===== src/rtl/alu_exec_unit_pkg.sv =====
// rtl/alu_exec_unit_pkg.sv - ALU op codes, FSM state encodings and width constants
`timescale 1ns/1ps
package alu_exec_unit_pkg;

    localparam int XLEN_DEF = 32;

    localparam logic [3:0] ALU_ADD  = 4'd0;
    localparam logic [3:0] ALU_SUB  = 4'd1;
    localparam logic [3:0] ALU_SLL  = 4'd2;
    localparam logic [3:0] ALU_SLT  = 4'd3;
    localparam logic [3:0] ALU_SLTU = 4'd4;
    localparam logic [3:0] ALU_XOR  = 4'd5;
    localparam logic [3:0] ALU_SRL  = 4'd6;
    localparam logic [3:0] ALU_SRA  = 4'd7;
    localparam logic [3:0] ALU_OR   = 4'd8;
    localparam logic [3:0] ALU_AND  = 4'd9;

    typedef enum logic [1:0] {
        ST_IDLE  = 2'd0,
        ST_SHIFT = 2'd1,
        ST_DONE  = 2'd2
    } state_t;

    function automatic logic is_shift(input logic [3:0] op);
        return (op == ALU_SLL) || (op == ALU_SRL) || (op == ALU_SRA);
    endfunction

endpackage


===== src/rtl/alu_exec_unit_alu_comb.sv =====
// rtl/alu_exec_unit_alu_comb.sv - combinational single-cycle ALU datapath (add/sub/logic/compare)
`timescale 1ns/1ps
module alu_comb
    import alu_exec_unit_pkg::*;
#(
    parameter int XLEN = 32
) (
    input  logic [3:0]      alu_op,
    input  logic [XLEN-1:0] src_a,
    input  logic [XLEN-1:0] src_b,
    output logic [XLEN-1:0] y
);

    always_comb begin
        y = '0;
        case (alu_op)
            ALU_ADD:  y = src_a + src_b;
            ALU_SUB:  y = src_a - src_b;
            ALU_SLT:  y = {{(XLEN-1){1'b0}}, ($signed(src_a) < $signed(src_b))};
            ALU_SLTU: y = {{(XLEN-1){1'b0}}, (src_a < src_b)};
            ALU_XOR:  y = src_a ^ src_b;
            ALU_OR:   y = src_a | src_b;
            ALU_AND:  y = src_a & src_b;
            // shifts are handled iteratively by the top; illegal codes give 0
            default:  y = '0;
        endcase
    end

endmodule


===== src/rtl/alu_exec_unit.sv =====
// rtl/alu_exec_unit.sv - execute-stage ALU with iterative 1-bit-per-cycle shifter and valid/ready handshake
`timescale 1ns/1ps
module alu_exec_unit
    import alu_exec_unit_pkg::*;
#(
    parameter int XLEN    = XLEN_DEF,
    parameter int SHAMT_W = 5
) (
    input  logic            clk,
    input  logic            reset,
    input  logic            in_valid,
    output logic            in_ready,
    input  logic [3:0]      alu_op,
    input  logic [XLEN-1:0] src_a,
    input  logic [XLEN-1:0] src_b,
    output logic            out_valid,
    input  logic            out_ready,
    output logic [XLEN-1:0] result,
    output logic            zero
);

    state_t               state_q, state_d;
    logic [3:0]           op_q, op_d;
    logic [XLEN-1:0]      result_q, result_d;
    logic                 zero_q, zero_d;
    logic [SHAMT_W-1:0]   cnt_q, cnt_d;
    logic [XLEN-1:0]      comb_y;
    logic [SHAMT_W-1:0]   shamt;

    assign shamt = src_b[SHAMT_W-1:0];

    alu_comb #(.XLEN(XLEN)) u_alu_comb (
        .alu_op (alu_op),
        .src_a  (src_a),
        .src_b  (src_b),
        .y      (comb_y)
    );

    always_ff @(posedge clk or posedge reset) begin
        if (reset) begin
            state_q  <= ST_IDLE;
            op_q     <= ALU_ADD;
            result_q <= '0;
            zero_q   <= 1'b1;
            cnt_q    <= '0;
        end else begin
            state_q  <= state_d;
            op_q     <= op_d;
            result_q <= result_d;
            zero_q   <= zero_d;
            cnt_q    <= cnt_d;
        end
    end

    always_comb begin
        state_d  = state_q;
        op_d     = op_q;
        result_d = result_q;
        zero_d   = zero_q;
        cnt_d    = cnt_q;
        case (state_q)
            ST_IDLE: begin
                if (in_valid) begin
                    op_d = alu_op;
                    if (is_shift(alu_op)) begin
                        result_d = src_a;
                        if (shamt == '0) begin
                            state_d = ST_DONE;
                        end else begin
                            cnt_d   = shamt;
                            state_d = ST_SHIFT;
                        end
                    end else begin
                        result_d = comb_y;
                        state_d  = ST_DONE;
                    end
                    zero_d = (result_d == '0);
                end
            end
            ST_SHIFT: begin
                case (op_q)
                    ALU_SLL: result_d = {result_q[XLEN-2:0], 1'b0};
                    ALU_SRL: result_d = {1'b0, result_q[XLEN-1:1]};
                    default: result_d = {result_q[XLEN-1], result_q[XLEN-1:1]};
                endcase
                cnt_d  = cnt_q - SHAMT_W'(1);
                zero_d = (result_d == '0);
                // the shift performed while the counter reads 1 is the last one
                if (cnt_q == SHAMT_W'(1)) begin
                    state_d = ST_DONE;
                end
            end
            ST_DONE: begin
                if (out_ready) begin
                    state_d = ST_IDLE;
                end
            end
            default: state_d = ST_IDLE;
        endcase
    end

    assign in_ready  = (state_q == ST_IDLE);
    assign out_valid = (state_q == ST_DONE);
    assign result    = result_q;
    assign zero      = zero_q;

endmodule


===== config.mk =====
export PLATFORM = sky130hd
export DESIGN_NAME = alu_exec_unit
export DESIGN_NICKNAME = d
export VERILOG_FILES = /design/src/rtl/alu_exec_unit_pkg.sv /design/src/rtl/alu_exec_unit_alu_comb.sv /design/src/rtl/alu_exec_unit.sv
export SDC_FILE = /design/constraint.sdc
export NUM_CORES = 1
export LEC_CHECK = 0
export CORE_UTILIZATION = 50
export CTS_BUF_LIST = sky130_fd_sc_hd__clkbuf_2 sky130_fd_sc_hd__clkbuf_4 sky130_fd_sc_hd__clkbuf_8
export DETAILED_ROUTE_END_ITERATION = 6
export PLACE_DENSITY = 0.73
export SLEW_MARGIN = 20
export SYNTH_ARGS = -nofsm -noshare
export SYNTH_HDL_FRONTEND = slang
export SYNTH_SLANG_ARGS = --single-unit

===== constraint.sdc =====
create_clock -name clk -period 2.7 [get_ports clk]
set_input_delay 0.54 -clock clk [delete_from_list [all_inputs] [get_ports clk]]
set_output_delay 0.54 -clock clk [all_outputs]
set_load 0.01 [all_outputs]

==> metrics.md, run 1 <==
| Metric | Value |
|---|---|
| Proportion of synthesized area in mux cells | `0.4863%` |
| Clk sinks | `44` |
| Xor/xnor share of the synthesized area | `0.3003%` |
| H-tree lvl count | `2` |
| # rows | `47` |
| Post-synth EDFFs | `0` |
| Root Driver | `clkbuf_8` |
| GRT Util Overall | `80.30%` |
| #FFs+latches synth | `44` |
| Syn Inst Count | `1255` |
| Worst_ep kind | `sequential cell input` |
| Yosys top cell by area | `ha_1` |
| Post-synth top area share | `15.02%` |
| IO Count | `107` |
| Run Error | `[ERROR GRT-0232] Routing congestion too high. Check the congestion heatmap in the GUI.` |
| Initial Util | `52.02%` |
| Die width | `134.3 um` |
| Seq/Total Area, Yosys | `12.60%` |
| Synthesized Nets | `1434` |
| Adder-cell area share of the yosys netlist | `15.47%` |
| Port buffer count | `106` |
| Final Wtd Congestion | `1.080` |
| GR repair worst EP | `zero$_DFFE_PP1P_/D` |
| Syn_area_per_cell | `6.971 um^2` |
| Synthesized cell area | `0.008748 mm^2` |
| Total congestion overflow | `161` |
| Synth Area in Compound Gates | `37.96%` |
| Simple-Gate Fraction of Synth Area | `23.93%` |
| Hpwl dp | `32240 um` |
| Synth top area cells | `ha_1 15%, dfrtp_1 12%, a21oi_1 6.9%` |
| Yosys warnings | `0` |
| Asr flop ratio synth | `100.0%` |
| Largest family of logic cells by synthesized area | `compound AO/OA/AOI/OAI gates` |
| Die height | `134.3 um` |
| Largest net degree at the start of global routing | `43` |
| Synth cell types | `100` |
| Synth Flop Type | `dfrtp_1` |
| Status | `did not finish` |
| Clk buf depth | `2` |
| Num CTS Buffers | `5` |
| Stop stage | `global routing` |
cells by family after synthesis:
logic type,count (synthesis)
AO/OA/AOI/OAI,474
AND/OR/NAND/NOR,431
buffers and inverters,192
adder cells (fa/ha/maj),107
flip-flops,44
multiplexers,4
XOR/XNOR,3
routing by layer:
layer,GRT overflow,global-route usage (%)
met3,0,62.96
met1,2,79.18
met4,59,86.77
met2,100,97.73
met5,0,24.17
repair_timing:
item	in CTS
cloned	1
hold buffers	0
pin swaps	106
setup endpoints to repair	33
resized for setup	337
buffers inserted	70
through the flow:
stage	cell area [um^2]	worst slack, ns	hold slack [ns]	cells	TNS (ns)
2_1_floorplan	8992	-0.6166	0.4421	1255	-2.936
3_3_place_gp	13350	-1.594	0.4556	1949	-33.29
3_5_place_dp	13350	-1.837	0.4660	1949	-36.10
4_1_cts	14980	-0.8846	0.4851	2017	-10.14
cell usage after synthesis, types with 11 or more instances:
cell type and count:
a211oi_1 11, nor2b_1 12, buf_2 23, nor2_1 100
a21oi_1 120, nand4_1 11, nor3_1 25, ha_1 105
a22oi_1 16, dfrtp_1 43, nor4_1 23, a221oi_1 11
inv_1 114, o22ai_1 16, nand2b_1 14, a31oi_1 21
nand2_1 157, nand3_1 31, clkbuf_1 42, o21ai_0 100
a221o_1 11, a21o_1 11, o31ai_1 17, o211ai_1 16
==> inputs of run 2 (changes only) <==
- CORE_UTILIZATION: 50 -> 35
- CTS_BUF_LIST: sky130_fd_sc_hd__clkbuf_2 sky130_fd_sc_hd__clkbuf_4 sky130_fd_sc_hd__clkbuf_8 -> default
- PLACE_DENSITY: 0.73 -> default
- PLACE_DENSITY_LB_ADDON: default -> 0.15
==> run 2 against run 1 <==
  * The flow now finishes, with violations (setup timing)
  * Synthesized cell count did not move
  * Area after synthesis did not move
==> metrics.md, run 2 <==
| Metric | Value |
|---|---|
| Status | `complete, but fails checks` |
| Failing checks | `setup timing` |
| Tmin final | `3.517 ns` |
| Final Wtd Congestion | `0.9858 (-8.7%)` |
| Max-slew headroom | `44.88%` |
| Synthesized cell area | `0.008748 mm^2 (unchanged)` |
| Routed WL | `42650 um` |
| # rows | `57 (+21%)` |
| Average vias per placed instance | `5.727` |
| Clock Latency Late Sink | `0.29 ns` |
| Non-filler cells, final | `2172` |
| Synthesized Nets | `1434 (unchanged)` |
| Most frequent CP cell | `buf_4` |
| Yosys warnings | `0 (unchanged)` |
| Port buffer count | `106 (unchanged)` |
| Wirelength per Cell | `19.64 um` |
| Synth top area cells | `ha_1 15%, dfrtp_1 12%, a21oi_1 6.9%` |
| Total congestion overflow | `0` |
| IO Count | `107 (unchanged)` |
| Clk pin slew, worst setup/hold paths | `0.06 ns` |
| Syn Inst Count | `1255 (unchanged)` |
| CTS hold repair buffers | `0 (unchanged)` |
| Core box area | `0.02439 mm^2` |
| Commonest cells after routing, fill and taps aside | `472 x buf_4, 144 x nand2_1, 84 x nor2_1, 81 x a21oi_1, 79 x buf_6` |
| Drt drc | `0` |
| Fin Clk Skew | `0.006173 ns` |
| Internal | `3.828 mW` |
| Synth cell types | `100 (unchanged)` |
| Largest fanout on the critical path | `3` |
| Drt pass-1 iters | `6` |
| Placed insts | `2073 (+6.4%)` |
| H-tree lvl count | `2 (unchanged)` |
| Synth Flop Type | `dfrtp_1` |
| Crit path capture type | `flop` |
| Combinational group share of total power | `72.3%` |
| Clk buf depth | `2 (unchanged)` |
| GRT Util Overall | `31.88%` |
| Seq/Total Area, Yosys | `12.60% (unchanged)` |
| Clk sinks | `44 (unchanged)` |
| Vias in the first global route | `12100` |
| Final Worst Setup Slack | `-0.8174 ns` |
| Leading cell type in the layout, fill and taps excluded | `buf_4` |
| Initial antenna violation count | `0` |
| Max-slew violation count | `0` |
| Die footprint | `0.02563 mm^2` |
| Post-synth top area share | `15.02% (unchanged)` |
| RSZ-0062 raised after global routing | `true` |
| Leak pwr | `7.334 nW` |
| Syn_area_per_cell | `6.971 um^2 (unchanged)` |
| Layout cell share with drive strength beyond 1 | `50.16%` |
| Tcrit/Tclk final | `130.3%` |
| Switch share | `45.97%` |
| DRT iter0 DRCs | `1131` |
| Max incr delay on CP | `0.33 ns` |
| CP arrival | `3.75 ns` |
| Worst-Margin Slew | `0.8217 ns` |
| Yosys top cell by area | `ha_1` |
| Final net count | `2026` |
| P_sw | `3.256 mW` |
| CP required | `2.93 ns` |
| Antenna Nets Post-Route | `0` |
| Max reg flops | `32` |
| Area growth, synth to finish | `88.32%` |
| CP Class | `input port to flop` |
| Fin. Hold Viols | `0` |
| Max Cap Viol | `0` |
| Diode count | `0` |
| Hold_ws | `0.4671 ns` |
| Largest net degree at the start of global routing | `43` |
| Initial Util | `35.87% (-16 points)` |
| Die height | `160.1 um (+19%)` |
| Hold Path Class | `flop to flop` |
| Via count | `12440` |
| Root Driver | `clkbuf_16` |
| Setup violators final | `23` |
| Slowest cell on the critical path | `fa_2` |
| PD cells | `430.0 mW/mm^2` |
| Asr flop ratio synth | `100.0% (unchanged)` |
| Achievable Freq | `0.2843 GHz` |
| Num CTS Buffers | `5 (unchanged)` |
| CTS tree | `built` |
| CP Cell Sequence | `buf_12 -> inv_12 -> ha_4 -> inv_2 -> fa_2 -> nor2b_4 -> o311ai_4 -> buf_4 -> buf_4 -> a21oi_2 -> a21o_1 -> a311oi_2 -> o311ai_4 -> or2_1 -> nor4_2 -> buf_4 -> nand4b_1 -> nor4_2 -> a31o_1` |
| Worst setup SP type | `input port` |
| First-pass GRT wire length | `65610 um` |
| Die width | `160.1 um (+19%)` |
| Hpwl dp | `32680 um (+1.4%)` |
| Most frequent cells after synthesis | `157 x nand2_1, 120 x a21oi_1, 114 x inv_1, 105 x ha_1` |
| Seq pwr share | `19.3%` |
| Top-count cell post-synth | `nand2_1` |
| #FFs+latches synth | `44 (unchanged)` |
| Peak supply drop | `413.2 uV` |
| Clk pwr share | `8.4%` |
| Post-synth EDFFs | `0 (unchanged)` |
[run 2: cell counts after synthesis]
No cell type changed its count.
[run 2: per-layer routing]
layer	GRT usage, %	up-vias	share of wire (%)
met3	3.351	112	6.3
met4	10.00	0	3.2
met5	0	-	0
li1	-	5831	-
met2	51.86	533	46
met1	43.99	5963	44
[run 2: power groups by stage]
stage	combinational, mW	sequential [mW]	clock (mW)
2_1_floorplan	2.00	1.35	0
3_3_place_gp	4.09	1.36	0
3_5_place_dp	4.13	1.37	0
4_1_cts	4.73	1.36	0.599
5_1_grt	5.48	1.40	0.619
6_report	5.12	1.37	0.597
[run 2: cells by family after synthesis]
family                   share of synthesized area (%)
AO/OA/AOI/OAI                                    37.96
XOR/XNOR                                        0.3004
adder cells (fa/ha/maj)                          15.47
buffers and inverters                            9.253
flip-flops                                       12.60
multiplexers                                    0.4863
AND/OR/NAND/NOR                                  23.93
[run 2: critical path: cells and delay by family]
family,cells,cell delay [ns]
AO/OA/AOI/OAI,6,1.17
adder cells (fa/ha/maj),2,0.45
buffers and inverters,6,0.64
AND/OR/NAND/NOR,5,0.96
[run 2: layout make-up]
cell class                      count  area (um^2)
Timing Repair Buffer              662         5534
Multi-Input combinational cell   1019         8845
Inverter                          115        450.4
Clock inverter                      1        5.005
Fill cell                        2010         7916
Tap cell                          324        405.4
Clock buffer                        7        132.6
Sequential cell                    44         1102
[run 2: path summary, 6_finish.rpt]
path	start	slack, ns	to	cells past startpoint
max	src_a[0]	-0.82	zero	19
min	state_q[1]	0.47	state_q[0]	1
max reg2reg	state_q[1]	0.29	zero	10
min reg2reg	state_q[1]	0.47	state_q[0]	1
max in group asynchronous	reset	1.45	result[5]	3
min in group asynchronous	reset	0.61	result[20]	2
[run 2: stage by stage]
step	util, %	power [mW]	setup TNS, ns	setup slack [ns]	area (um^2)
after floorplan	-	3.345	-2.936	-0.6166	8992
after global placement	55.84	5.450	-34.91	-1.578	13620
after detailed placement	55.84	5.497	-36.06	-1.705	13620
after CTS	64.34	6.686	-11.46	-0.8871	15690
after global routing	67.54	7.504	-11.89	-0.9266	16470
final	67.54	7.084	-9.866	-0.8174	16470
[run 2: what timing repair did]
item / CTS / global route
buffers inserted: 91 / 43
setup endpoints to repair: 33 / 29
resized for setup: 424 / 196
pin swaps: 136 / 117
Note: power is estimated with default switching activity, not from simulation.
